$ cat config.mk
export PLATFORM = sky130hd
export DESIGN_NAME = comp_sar_search
export DESIGN_NICKNAME = d
export VERILOG_FILES = /design/src/rtl/comp_pkg.sv /design/src/rtl/comp_settle_cnt.sv /design/src/rtl/comp_sar_search.sv
export SDC_FILE = /design/constraint.sdc
export NUM_CORES = 1
export LEC_CHECK = 0
export BUFFER_PORTS_ARGS = -buffer_cell sky130_fd_sc_hd__buf_2
export CAP_MARGIN = 20
export CORE_MARGIN = 5
export CORE_UTILIZATION = 25
export CTS_CLUSTER_DIAMETER = 50
export CTS_CLUSTER_SIZE = 8
export DETAILED_ROUTE_END_ITERATION = 16
export GPL_TIMING_DRIVEN = 0
export PLACE_DENSITY = 0.43
export SYNTH_ARGS = -nofsm -noshare
export SYNTH_HDL_FRONTEND = slang
export SYNTH_SLANG_ARGS = --single-unit
$ cat constraint.sdc
create_clock -name clk -period 1.8 [get_ports clk]
set_input_delay 0.09 -clock clk [delete_from_list [all_inputs] [get_ports clk]]
set_output_delay 0.09 -clock clk [all_outputs]
set_load 0.05 [all_outputs]
$ cat src/rtl/comp_pkg.sv
// Shared types for the comparator and its successive-approximation initiator:
// flag bundle, one-hot check and the search FSM state encoding.
package comp_pkg;

    localparam int COMP_WIDTH = 16;
    localparam int SETTLE_W   = 4;

    typedef struct packed {
        logic lt;
        logic eq;
        logic gt;
    } cmp_flags_t;

    typedef enum logic [2:0] {
        ST_IDLE,
        ST_SETTLE,
        ST_EVAL,
        ST_VERIFY_SETTLE,
        ST_VERIFY
    } sar_state_t;

    function automatic logic cmp_onehot(input cmp_flags_t f);
        return (f == 3'b100) || (f == 3'b010) || (f == 3'b001);
    endfunction

endpackage

$ cat src/rtl/comp_settle_cnt.sv
// Loadable down-counter pacing the wait between driving a probe and sampling flags.
// zero_o marks the decrement that empties the count, so the FSM leaves on that cycle.
module comp_settle_cnt
    import comp_pkg::*;
(
    input  logic                clk,
    input  logic                rst,
    input  logic                load_i,
    input  logic [SETTLE_W-1:0] load_val_i,
    input  logic                dec_i,
    output logic                zero_o
);

    logic [SETTLE_W-1:0] cnt_q;

    always_ff @(posedge clk) begin
        if (rst) begin
            cnt_q <= '0;
        end else if (load_i) begin
            cnt_q <= load_val_i;
        end else if (dec_i && (cnt_q != '0)) begin
            cnt_q <= cnt_q - 1'b1;
        end
    end

    assign zero_o = (cnt_q <= SETTLE_W'(1));

endmodule

$ cat src/rtl/comp_sar_search.sv
// MSB-first successive-approximation search that recovers a comparator's B operand
// by driving probe values on A and reading back the lt/eq/gt flags.
module comp_sar_search
    import comp_pkg::*;
#(
    parameter int WIDTH   = COMP_WIDTH,
    parameter int CMP_LAT = 0
) (
    input  logic             clk,
    input  logic             rst,
    input  logic             start,
    output logic             busy,
    output logic [WIDTH-1:0] probe,
    input  logic             cmp_lt,
    input  logic             cmp_eq,
    input  logic             cmp_gt,
    output logic             done,
    output logic [WIDTH-1:0] result,
    output logic             found,
    output logic             err
);

    localparam int IDX_W = $clog2(WIDTH);

    sar_state_t       state_q, state_d;
    logic [WIDTH-1:0] probe_q, probe_d;
    logic [WIDTH-1:0] result_q, result_d;
    logic [IDX_W-1:0] idx_q, idx_d;
    logic             busy_q, busy_d;
    logic             done_q, done_d;
    logic             found_q, found_d;
    logic             err_q, err_d;
    logic [WIDTH-1:0] decided;
    logic             cnt_load, cnt_dec, cnt_zero;
    cmp_flags_t       flags;

    assign flags = '{lt: cmp_lt, eq: cmp_eq, gt: cmp_gt};

    comp_settle_cnt u_settle (
        .clk        (clk),
        .rst        (rst),
        .load_i     (cnt_load),
        .load_val_i (SETTLE_W'(CMP_LAT)),
        .dec_i      (cnt_dec),
        .zero_o     (cnt_zero)
    );

    always_comb begin
        state_d  = state_q;
        probe_d  = probe_q;
        result_d = result_q;
        idx_d    = idx_q;
        busy_d   = busy_q;
        done_d   = 1'b0;
        found_d  = found_q;
        err_d    = err_q;
        cnt_load = 1'b0;
        cnt_dec  = 1'b0;
        decided  = probe_q;
        if (flags.gt) begin
            decided[idx_q] = 1'b0;
        end

        case (state_q)
            ST_IDLE: begin
                if (start) begin
                    probe_d  = {1'b1, {(WIDTH-1){1'b0}}};
                    idx_d    = IDX_W'(WIDTH-1);
                    cnt_load = 1'b1;
                    busy_d   = 1'b1;
                    state_d  = (CMP_LAT > 0) ? ST_SETTLE : ST_EVAL;
                end
            end
            ST_SETTLE: begin
                cnt_dec = 1'b1;
                if (cnt_zero) state_d = ST_EVAL;
            end
            ST_VERIFY_SETTLE: begin
                cnt_dec = 1'b1;
                if (cnt_zero) state_d = ST_VERIFY;
            end
            ST_EVAL: begin
                if (!cmp_onehot(flags) || flags.eq) begin
                    // Early exit: either a confirmed match or a broken flag set.
                    state_d  = ST_IDLE;
                    busy_d   = 1'b0;
                    done_d   = 1'b1;
                    result_d = probe_q;
                    found_d  = cmp_onehot(flags);
                    err_d    = !cmp_onehot(flags);
                end else begin
                    cnt_load = 1'b1;
                    if (idx_q != '0) begin
                        decided[idx_q - 1'b1] = 1'b1;
                        idx_d   = idx_q - 1'b1;
                        state_d = (CMP_LAT > 0) ? ST_SETTLE : ST_EVAL;
                    end else begin
                        state_d = (CMP_LAT > 0) ? ST_VERIFY_SETTLE : ST_VERIFY;
                    end
                    probe_d = decided;
                end
            end
            ST_VERIFY: begin
                state_d  = ST_IDLE;
                busy_d   = 1'b0;
                done_d   = 1'b1;
                result_d = probe_q;
                found_d  = cmp_onehot(flags) && flags.eq;
                err_d    = !cmp_onehot(flags);
            end
            default: begin
                state_d = ST_IDLE;
                busy_d  = 1'b0;
            end
        endcase
    end

    always_ff @(posedge clk) begin
        if (rst) begin
            state_q  <= ST_IDLE;
            probe_q  <= '0;
            result_q <= '0;
            idx_q    <= IDX_W'(WIDTH-1);
            busy_q   <= 1'b0;
            done_q   <= 1'b0;
            found_q  <= 1'b0;
            err_q    <= 1'b0;
        end else begin
            state_q  <= state_d;
            probe_q  <= probe_d;
            result_q <= result_d;
            idx_q    <= idx_d;
            busy_q   <= busy_d;
            done_q   <= done_d;
            found_q  <= found_d;
            err_q    <= err_d;
        end
    end

    assign busy   = busy_q;
    assign probe  = probe_q;
    assign done   = done_q;
    assign result = result_q;
    assign found  = found_q;
    assign err    = err_q;

endmodule

==> reports/metrics.cfg, run 1 <==
[cells_and_area]
syn_to_final_growth_pct = 29.07
fin_util = 0.3278
nFillCells = 932
final_common_cell = buf_2
layout_common_cells = buf_2 (41), dfxtp_1 (38), nor2_1 (34)
antenna_cells = 0
drive_above_1_share = 0.2783
instances_no_fill = 417
fin_nets = 322

[synthesis]
synth_warnings = 0
synth_top_area_frac = 0.3853
synth_area_mm2 = 0.002182
synth_edf_count = 0
synth.ff_latch_count = 42
ys_seq_area_frac = 0.3853
async_flop_share = 0
syn_nets = 268
synth_area_leaders = dfxtp_1 (39%), mux2i_1 (7.8%), nor2_1 (5.8%)
synth-main-ff-cell = dfxtp_1
synthCells = 255
yosysUniqueCellTypes = 47
yosys.area.top_type = dfxtp_1
syn_area_per_cell_um2 = 8.557

[power]
p_per_area_mw_per_mm2 = 745.7
leakage_nw = 1.117
peakVddDrop_mv = 0.2904
p_total_w = 0.002100

[die]
dieArea_mm2 = 0.01070
core_mm2 = 0.008593
rows = 34
initial_core_util = 0.2539
die_w_um = 103.4
die_h_um = 103.4
io_pins = 42

[detailed_routing]
drc = 0
via_count = 2042
first_pass_iters = 5
post_drt_wl_per_cell_um = 15.65
postRouteWirelength_um = 6526
via_per_inst = 4.897
ant_nets = 0
drt_iter0_drc = 122

[worst_setup_path]
path_cells = buf_4 -> ha_4 -> nor2b_4 -> buf_4 -> a21oi_4 -> buf_6 -> mux2i_1 -> nor2_1
crit_type = reg2reg
crit_family = buffers and inverters
rrSetupSlack_ns = 0.09
r2r-start = state_q[1]
arrival_ns = 1.88
start_kind = flip-flop
critPathMaxFanout = 10
cp-end-kind = flip-flop
cpMaxStageDelayCell = dfxtp_2
r2r_end = result[0]
cp_num_buf_inv = 3
cp.required_ns = 1.97
cp_common_cell = buf_4
ff2ff_path_depth = 8
critical-path-max-stage-delay_ns = 0.33

[status]
outcome = finished clean

[clocking]
postCtsHoldBufs = 0
cts.clk_slew.worst_paths_ns = 0.08
worst_skew_pair.late_latency_ns = 0.30
clockBufferDepth = 2
htree_num_levels = 2
cts-buffers-inserted = 5
cts_tree = done
clock-root-buffer = clkbuf_8
cts_sinks = 42

[sta]
max_freq_mhz = 583.3
finalHoldViolCount = 0
setup_violations = 0
period_minus_slack_ns = 1.714
rsz0062_at_grt = false
setup_slack_ns = 0.08562
timing.hold.ws_ns = 0.09557
skew_ns = 0.007606
max_slew_margin = 0.5350
drv_slew = 0
fin_crit_sh = 0.9524
tightest_slew_ns = 0.6941

[grt]
grt_usage = 0.1285
grt_pass1_vias = 1986
grt_pass1_wl_um = 10520
grt_start_max_net_pins = 13
grt-ovfl-total = 0
grt_antenna_before_repair = 0

[worst_hold_path]
hold_start = rst
hold_class = in2reg
min_path_cells = 2
hold_end = err

[place]
dpl_worst_slack_ns = -0.3344
place_congestion = 0.8418
hpwlAfterDp_um = 4756
dp_cells = 404
numPortBuffers = 41

[job]
max_cap_violations = 0

[report_power, final]
group | internal (W) | switching, W | total, W
Sequential | 0.000943 | 0.0000128 | 0.000956
Combinational | 0.000139 | 0.000233 | 0.000372
Clock | 0.000444 | 0.000329 | 0.000773
[worst max path at each step]
stage,endpoint,cells past startpoint,start,slack [ns]
finish,result[0],8,state_q[1],0.09
floorplan,result[11],7,state_q[2],0.05
CTS,probe[0],5,idx_q[1],0.002
detailed placement,result[0],7,state_q[2],-0.33
global placement,result[11],7,state_q[2],-0.28
global route,idx_q[2],7,state_q[2],0.01
[flip-flops by register name, summed over array words and instances, names as in the netlist]
register,count
done,1
err,1
probe,16
found,1
idx_q,4
result,16
busy,1
state_q,2
[kinds of logic after synthesis]
group / Yosys count / synth area share
simple gates: 92 / 0.2087
compound gates: 69 / 0.2208
flops: 42 / 0.3853
buf+inv: 26 / 0.05217
mux: 17 / 0.07798
fa+ha+maj: 7 / 0.04014
xor+xnor: 2 / 0.01491
[metal layers]
metal  track usage  part of all wire  vias up
li1              -                 -     1030
met1        0.1748              0.49      960
met2        0.2069              0.46       43
met3       0.02414             0.038        9
met4       0.03785             0.018        0
met5             0                 0        -
[timing repair]
item,in CTS,in global routing
resized for setup,18,18
setup buffers,6,2
setup endpoints to repair,36,19
hold endpoints to repair,0,0
pin swaps,2,1
[per-stage QoR]
step / cell area (um^2) / TNS, ns
finish: 2816 / 0
global route: 2816 / 0
CTS: 2740 / 0
detailed placement: 2522 / -6.480
global placement: 2522 / -5.455
floorplan: 2182 / 0
[area by class of cell]
| cell class | instances | area (um^2) | area share |
|---|---|---|---|
| Inverter | 11 | 41.29 | 0.01466 |
| Buffer | 13 | 82.58 | 0.02932 |
| Clock buffer | 6 | 82.58 | 0.02932 |
| Tap cell | 108 | 135.1 | 0.04798 |
| Clock inverter | 1 | 30.03 | 0.01066 |
| Sequential cell | 42 | 848.3 | 0.3012 |
| Timing Repair Buffer | 49 | 265.3 | 0.09418 |
| Multi-Input combinational cell | 187 | 1331 | 0.4727 |
[synth_stat cells (all sizes together), types with 7 or more instances]
master  count
nor2       34
a32o        7
a21oi      16
nand2      19
clkbuf     11
nand3       7
inv        11
mux2i      17
ha          7
o21ai      18
dfxtp      42
[worst register-to-register path: cells and delay by family, from the launching register on]
family,cells,cell delay (ns)
DFF,1,0.33
muxes,1,0.20
buffers and inverters,3,0.48
and+or+nand+nor,2,0.20
AOI/OAI and AO/OA,1,0.19
adders and majority gates,1,0.18
Power figures use the tool's default switching activity.
==> run 2, diff against run 1 <==
--- a/config.mk
+++ b/config.mk
@@ -12,7 +12,6 @@
 export CTS_CLUSTER_DIAMETER = 50
 export CTS_CLUSTER_SIZE = 8
 export DETAILED_ROUTE_END_ITERATION = 16
-export GPL_TIMING_DRIVEN = 0
 export PLACE_DENSITY = 0.43
 export SYNTH_ARGS = -nofsm -noshare
 export SYNTH_HDL_FRONTEND = slang
==> run 2 against run 1 <==
Effect of this change: clock skew is 0.0016 ns lower; die area stayed put; flip-flop and latch count stayed put; power is 5.9% lower; sequential power hardly changed; via count is 1.7% higher; global-route usage is 0.12 points lower; wire length is 0.41% higher; non-clock buffer count is 11 higher; sequential share of layout area is 0.45 points lower; cell area is 0.76% higher; clock-buffer cell count is 1 lower; largest power group unchanged.
==> reports/metrics.cfg, run 2 (synthesis results as in run 1) <==
[status]
outcome = finished clean

[worst_setup_path]
crit_type = reg2reg
critical-path-max-stage-delay_ns = 0.36
ff2ff_path_depth = 7
cp.required_ns = 1.98
critPathMaxFanout = 5
cp-end-kind = flip-flop
r2r-start = state_q[1]
cpMaxStageDelayCell = dfxtp_2
start_kind = flip-flop
arrival_ns = 1.92
r2r_end = probe[15]
crit_path_end = probe[15]
path_cells = inv_2 -> ha_2 -> and2b_2 -> o31a_1 -> buf_6 -> o31ai_4 -> a21oi_1
rrSetupSlack_ns = 0.06
critPathLaunch = state_q[1]

[die]
initial_core_util = 0.2539
io_pins = 42
dieArea_mm2 = 0.01070
rows = 34
core_mm2 = 0.008593
die_h_um = 103.4
die_w_um = 103.4

[detailed_routing]
via_per_inst = 4.839
via_count = 2076
drt_iter0_drc = 127
postRouteWirelength_um = 6553
post_drt_wl_per_cell_um = 15.28
first_pass_iters = 4
ant_nets = 0
drc = 0

[sta]
period_minus_slack_ns = 1.743
setup_violations = 0
rsz0062_at_grt = true
max_freq_mhz = 573.7
max_slew_margin = 0.6405
drv_slew = 0
fin_setup_tns_ns = 0
tightest_slew_ns = 0.5366
finalHoldViolCount = 0
skew_ns = 0.006019
fin_crit_sh = 0.9685

[clocking]
cts-buffers-inserted = 5
clock-root-buffer = clkbuf_8
cts_tree = done
cts_sinks = 42
htree_num_levels = 2
clockBufferDepth = 2
worst_skew_pair.late_latency_ns = 0.30
postCtsHoldBufs = 0
cts.clk_slew.worst_paths_ns = 0.09

[worst_hold_path]
hold_class = in2reg

[cells_and_area]
final_area_mm2 = 0.002838
layout_common_cells = dfxtp_1 (41), buf_2 (41), nor2_1 (34)
instances_no_fill = 429
seq_area_um2 = 842.1
antenna_cells = 0
nFillCells = 944
drive_above_1_share = 0.3053
fin_util = 0.3302
syn_to_final_growth_pct = 30.05
fin_nets = 333
multiInputGateArea_mm2 = 0.001264

[grt]
grt_antenna_before_repair = 0
grt_start_max_net_pins = 22
grt-ovfl-total = 0
grt_pass1_wl_um = 10400
grt_pass1_vias = 1894
grt_usage = 0.1274

[place]
hpwlAfterDp_um = 4916
placed_cell_area_mm2 = 0.002695
place_congestion = 0.8688
dp_cells = 420
numPortBuffers = 41

[power]
leakage_nw = 1.162
peakVddDrop_mv = 0.2834
p_per_area_mw_per_mm2 = 696.4

[job]
max_cap_violations = 0

## run 2: cell count changes in the layout (fill, tap and decap cells not counted), sizes merged
cell and change:
bufinv -1, buf +20, clkinvlp +1, inv +1, clkbuf -10, clkinv +1
## run 2: area by class of cell
type | count | share of cell area
clock buffers | 5 | 0.02425
repair buffers | 73 | 0.1627
flip-flops and latches | 42 | 0.2967
inverters | 11 | 0.01455
well taps | 108 | 0.04762
multi-input cells | 187 | 0.4453
clock inverters | 3 | 0.008818
## run 2: where the power goes
| part | internal (W) | leakage (nW) | switching, W |
|---|---|---|---|
| registers | 0.000944 | 0.340 | 0.0000128 |
| clock network | 0.000280 | 0.0447 | 0.000365 |
| logic | 0.000145 | 0.778 | 0.000228 |
| total | 0.00137 | 1.16 | 0.000607 |
## run 2: worst max-delay path: cells and delay by family (launching register included)
family          cells  cell delay, ns
flops               1            0.36
compound gates      3            0.66
fa+ha+maj           1            0.17
buf+inv             2            0.21
simple gates        1            0.22
## run 2: timing repair
item / in CTS / in global routing
endpoints found under the setup margin: 0 / 18
resized for setup: 0 / 13
buffers inserted: 0 / 1
## run 2: per-stage QoR
step                      hold slack, ns  total power, W  setup slack (ns)
after floorplan                   0.1797        0.001201           0.05416
after global placement            0.4442        0.001335           0.05471
after detailed placement          0.4416        0.001335           0.03651
after CTS                         0.1085        0.002001          0.009778
after global routing              0.1254        0.002086          -0.04366
final                             0.1073        0.001976           0.05679
## run 2: how the worst min path moves through the flow
| stage | from | endpoint | slack (ns) | cells after the start |
|---|---|---|---|---|
| floorplan | rst | err | 0.18 | 1 |
| global placement | start | state_q[1] | 0.44 | 3 |
| detailed placement | start | busy | 0.44 | 3 |
| CTS | start | state_q[1] | 0.11 | 3 |
| global route | start | state_q[1] | 0.13 | 3 |
| finish | start | state_q[1] | 0.11 | 3 |
## run 2: layer usage
metal  GRT usage  share of wire  vias to the layer above
li1            -              -                     1049
met1      0.1805           0.48                      969
met2      0.1941           0.46                       52
met3     0.02616          0.048                        6
met4     0.03884          0.014                        0
met5           0              0                        -
==> run 3, diff against run 2 <==
--- a/config.mk
+++ b/config.mk
@@ -7,12 +7,13 @@
 export LEC_CHECK = 0
 export BUFFER_PORTS_ARGS = -buffer_cell sky130_fd_sc_hd__buf_2
 export CAP_MARGIN = 20
-export CORE_MARGIN = 5
+export CORE_MARGIN = 1
 export CORE_UTILIZATION = 25
 export CTS_CLUSTER_DIAMETER = 50
 export CTS_CLUSTER_SIZE = 8
 export DETAILED_ROUTE_END_ITERATION = 16
 export PLACE_DENSITY = 0.43
+export SKIP_LAST_GASP = 1
 export SYNTH_ARGS = -nofsm -noshare
 export SYNTH_HDL_FRONTEND = slang
 export SYNTH_SLANG_ARGS = --single-unit
==> run 3 against run 2 <==
Effect of this change: worst hold slack better by 0.018 ns; clock-buffer cell count unchanged; clock power is 9.6% lower; cell area shrank 0.53%; final cell count fell by 0.93%; sequential share of layout area increased by 0.29 points; sequential power about the same; power shrank 3.6%; wire length decreased by 6.2%; global-route usage rose by 1.8 points.
==> reports/metrics.cfg, run 3 (synthesis results as in run 1) <==
[status]
outcome = finished clean

[worst_setup_path]
r2r-start = state_q[1]
critPathMaxFanout = 13
cpMaxStageDelayCell = dfxtp_4
cp-end-kind = flip-flop
start_kind = flip-flop
cp_num_buf_inv = 2
path_cells = inv_2 -> ha_2 -> and2b_1 -> o31ai_4 -> buf_6 -> a21oi_1 -> or3_1
cp.required_ns = 1.98
critical-path-max-stage-delay_ns = 0.37
ff2ff_path_depth = 7
rrSetupSlack_ns = 0.09
crit_type = reg2reg
arrival_ns = 1.89
crit_family = simple AND/OR/NAND/NOR gates
r2r_end = idx_q[2]

[grt]
grt_start_max_net_pins = 17
grt_pass1_vias = 1965
grt_antenna_before_repair = 0
grt_usage = 0.1456
grt-ovfl-total = 0
grt_pass1_wl_um = 10030

[clocking]
postCtsHoldBufs = 0
cts_tree = done
cts_sinks = 42
clockBufferDepth = 2
cts.clk_slew.worst_paths_ns = 0.08
htree_num_levels = 2
clock-root-buffer = clkbuf_8
cts_setup_buffers = 0
cts-buffers-inserted = 5
worst_skew_pair.late_latency_ns = 0.29

[place]
hpwlAfterDp_um = 4619
placed_cell_area_mm2 = 0.002699
numPortBuffers = 41
place_congestion = 0.8001

[cells_and_area]
final_common_cell = buf_2
seq_area_um2 = 845.8
fin_nets = 333
layout_common_cells = buf_2 (41), dfxtp_1 (40), nor2_1 (34)
multiInputGateArea_mm2 = 0.001260
final_area_mm2 = 0.002823
antenna_cells = 0
nFillCells = 897
syn_to_final_growth_pct = 29.36
drive_above_1_share = 0.3063

[die]
die_w_um = 95.43
initial_core_util = 0.2616
core_mm2 = 0.008341
die_h_um = 95.43
rows = 33
dieArea_mm2 = 0.009106
io_pins = 42

[power]
leakage_nw = 1.167
peakVddDrop_mv = 0.2610
p_total_w = 0.001904
p_per_area_mw_per_mm2 = 674.7

[sta]
setup_violations = 0
period_minus_slack_ns = 1.709
drv_slew = 0
max_slew_margin = 0.7069
tightest_slew_ns = 0.4375
rsz0062_at_grt = true
finalHoldViolCount = 0
max_freq_mhz = 585.2
fin_crit_sh = 0.9494
skew_ns = 0.003634

[job]
max_cap_violations = 0

[detailed_routing]
postRouteWirelength_um = 6147
drt_iter0_drc = 145
via_count = 2082
ant_nets = 0
via_per_inst = 4.899
drc = 0
first_pass_iters = 4
post_drt_wl_per_cell_um = 14.46

[worst_hold_path]
hold_end = state_q[1]
hold_start = start
hold_class = in2reg
min_path_cells = 3

## run 3: layout make-up
type,instances,area share
multi-input combinational,187,0.4464
sequential,42,0.2996
timing repair buffer,73,0.1649
tap,105,0.04654
clock buffer,5,0.02438
inverter,11,0.01463
clock inverter,2,0.003546
## run 3: worst max path at each step
stage | slack [ns] | startpoint | cells after the start | end
after CTS | 0.005 | state_q[2] | 7 | probe[8]
after global placement | -0.004 | state_q[2] | 7 | probe[8]
final | 0.09 | state_q[1] | 7 | idx_q[2]
after detailed placement | -0.04 | state_q[2] | 7 | probe[8]
after floorplan | 0.05 | state_q[2] | 7 | result[11]
after global routing | -0.01 | state_q[1] | 6 | probe[15]
## run 3: what timing repair did
action	CTS	global route
endpoints found under the setup margin	10	20
gates resized for setup	1	12
pin swaps	0	1
## run 3: power breakdown
part | switching, W | internal [W] | leakage, nW
Clock | 0.000323 | 0.000261 | 0.0438
Combinational | 0.000221 | 0.000145 | 0.783
Sequential | 0.0000121 | 0.000943 | 0.341
## run 3: through the flow
step,setup WS (ns),hold slack [ns],TNS [ns],instances,utilization
floorplan,0.05416,0.1797,0,255,-
global placement,-0.004224,0.4386,-0.004224,418,0.3236
detailed placement,-0.03934,0.4395,-0.05061,418,0.3236
CTS,0.005254,0.1241,0,425,0.3333
global route,-0.01091,0.1335,-0.02496,425,0.3384
finish,0.09114,0.1251,0,425,0.3384
## run 3: metal layers
layer,vias to the layer above,global-route usage,share of wire
met5,-,0,0
li1,1052,-,-
met4,0,0.05348,0.020
met1,977,0.1968,0.50
met3,9,0.02871,0.030
met2,44,0.2280,0.45
## run 3: worst min-delay path: stages
cell      delay [ns]
buf_2           0.13
nor2_1          0.09
a211oi_1        0.07
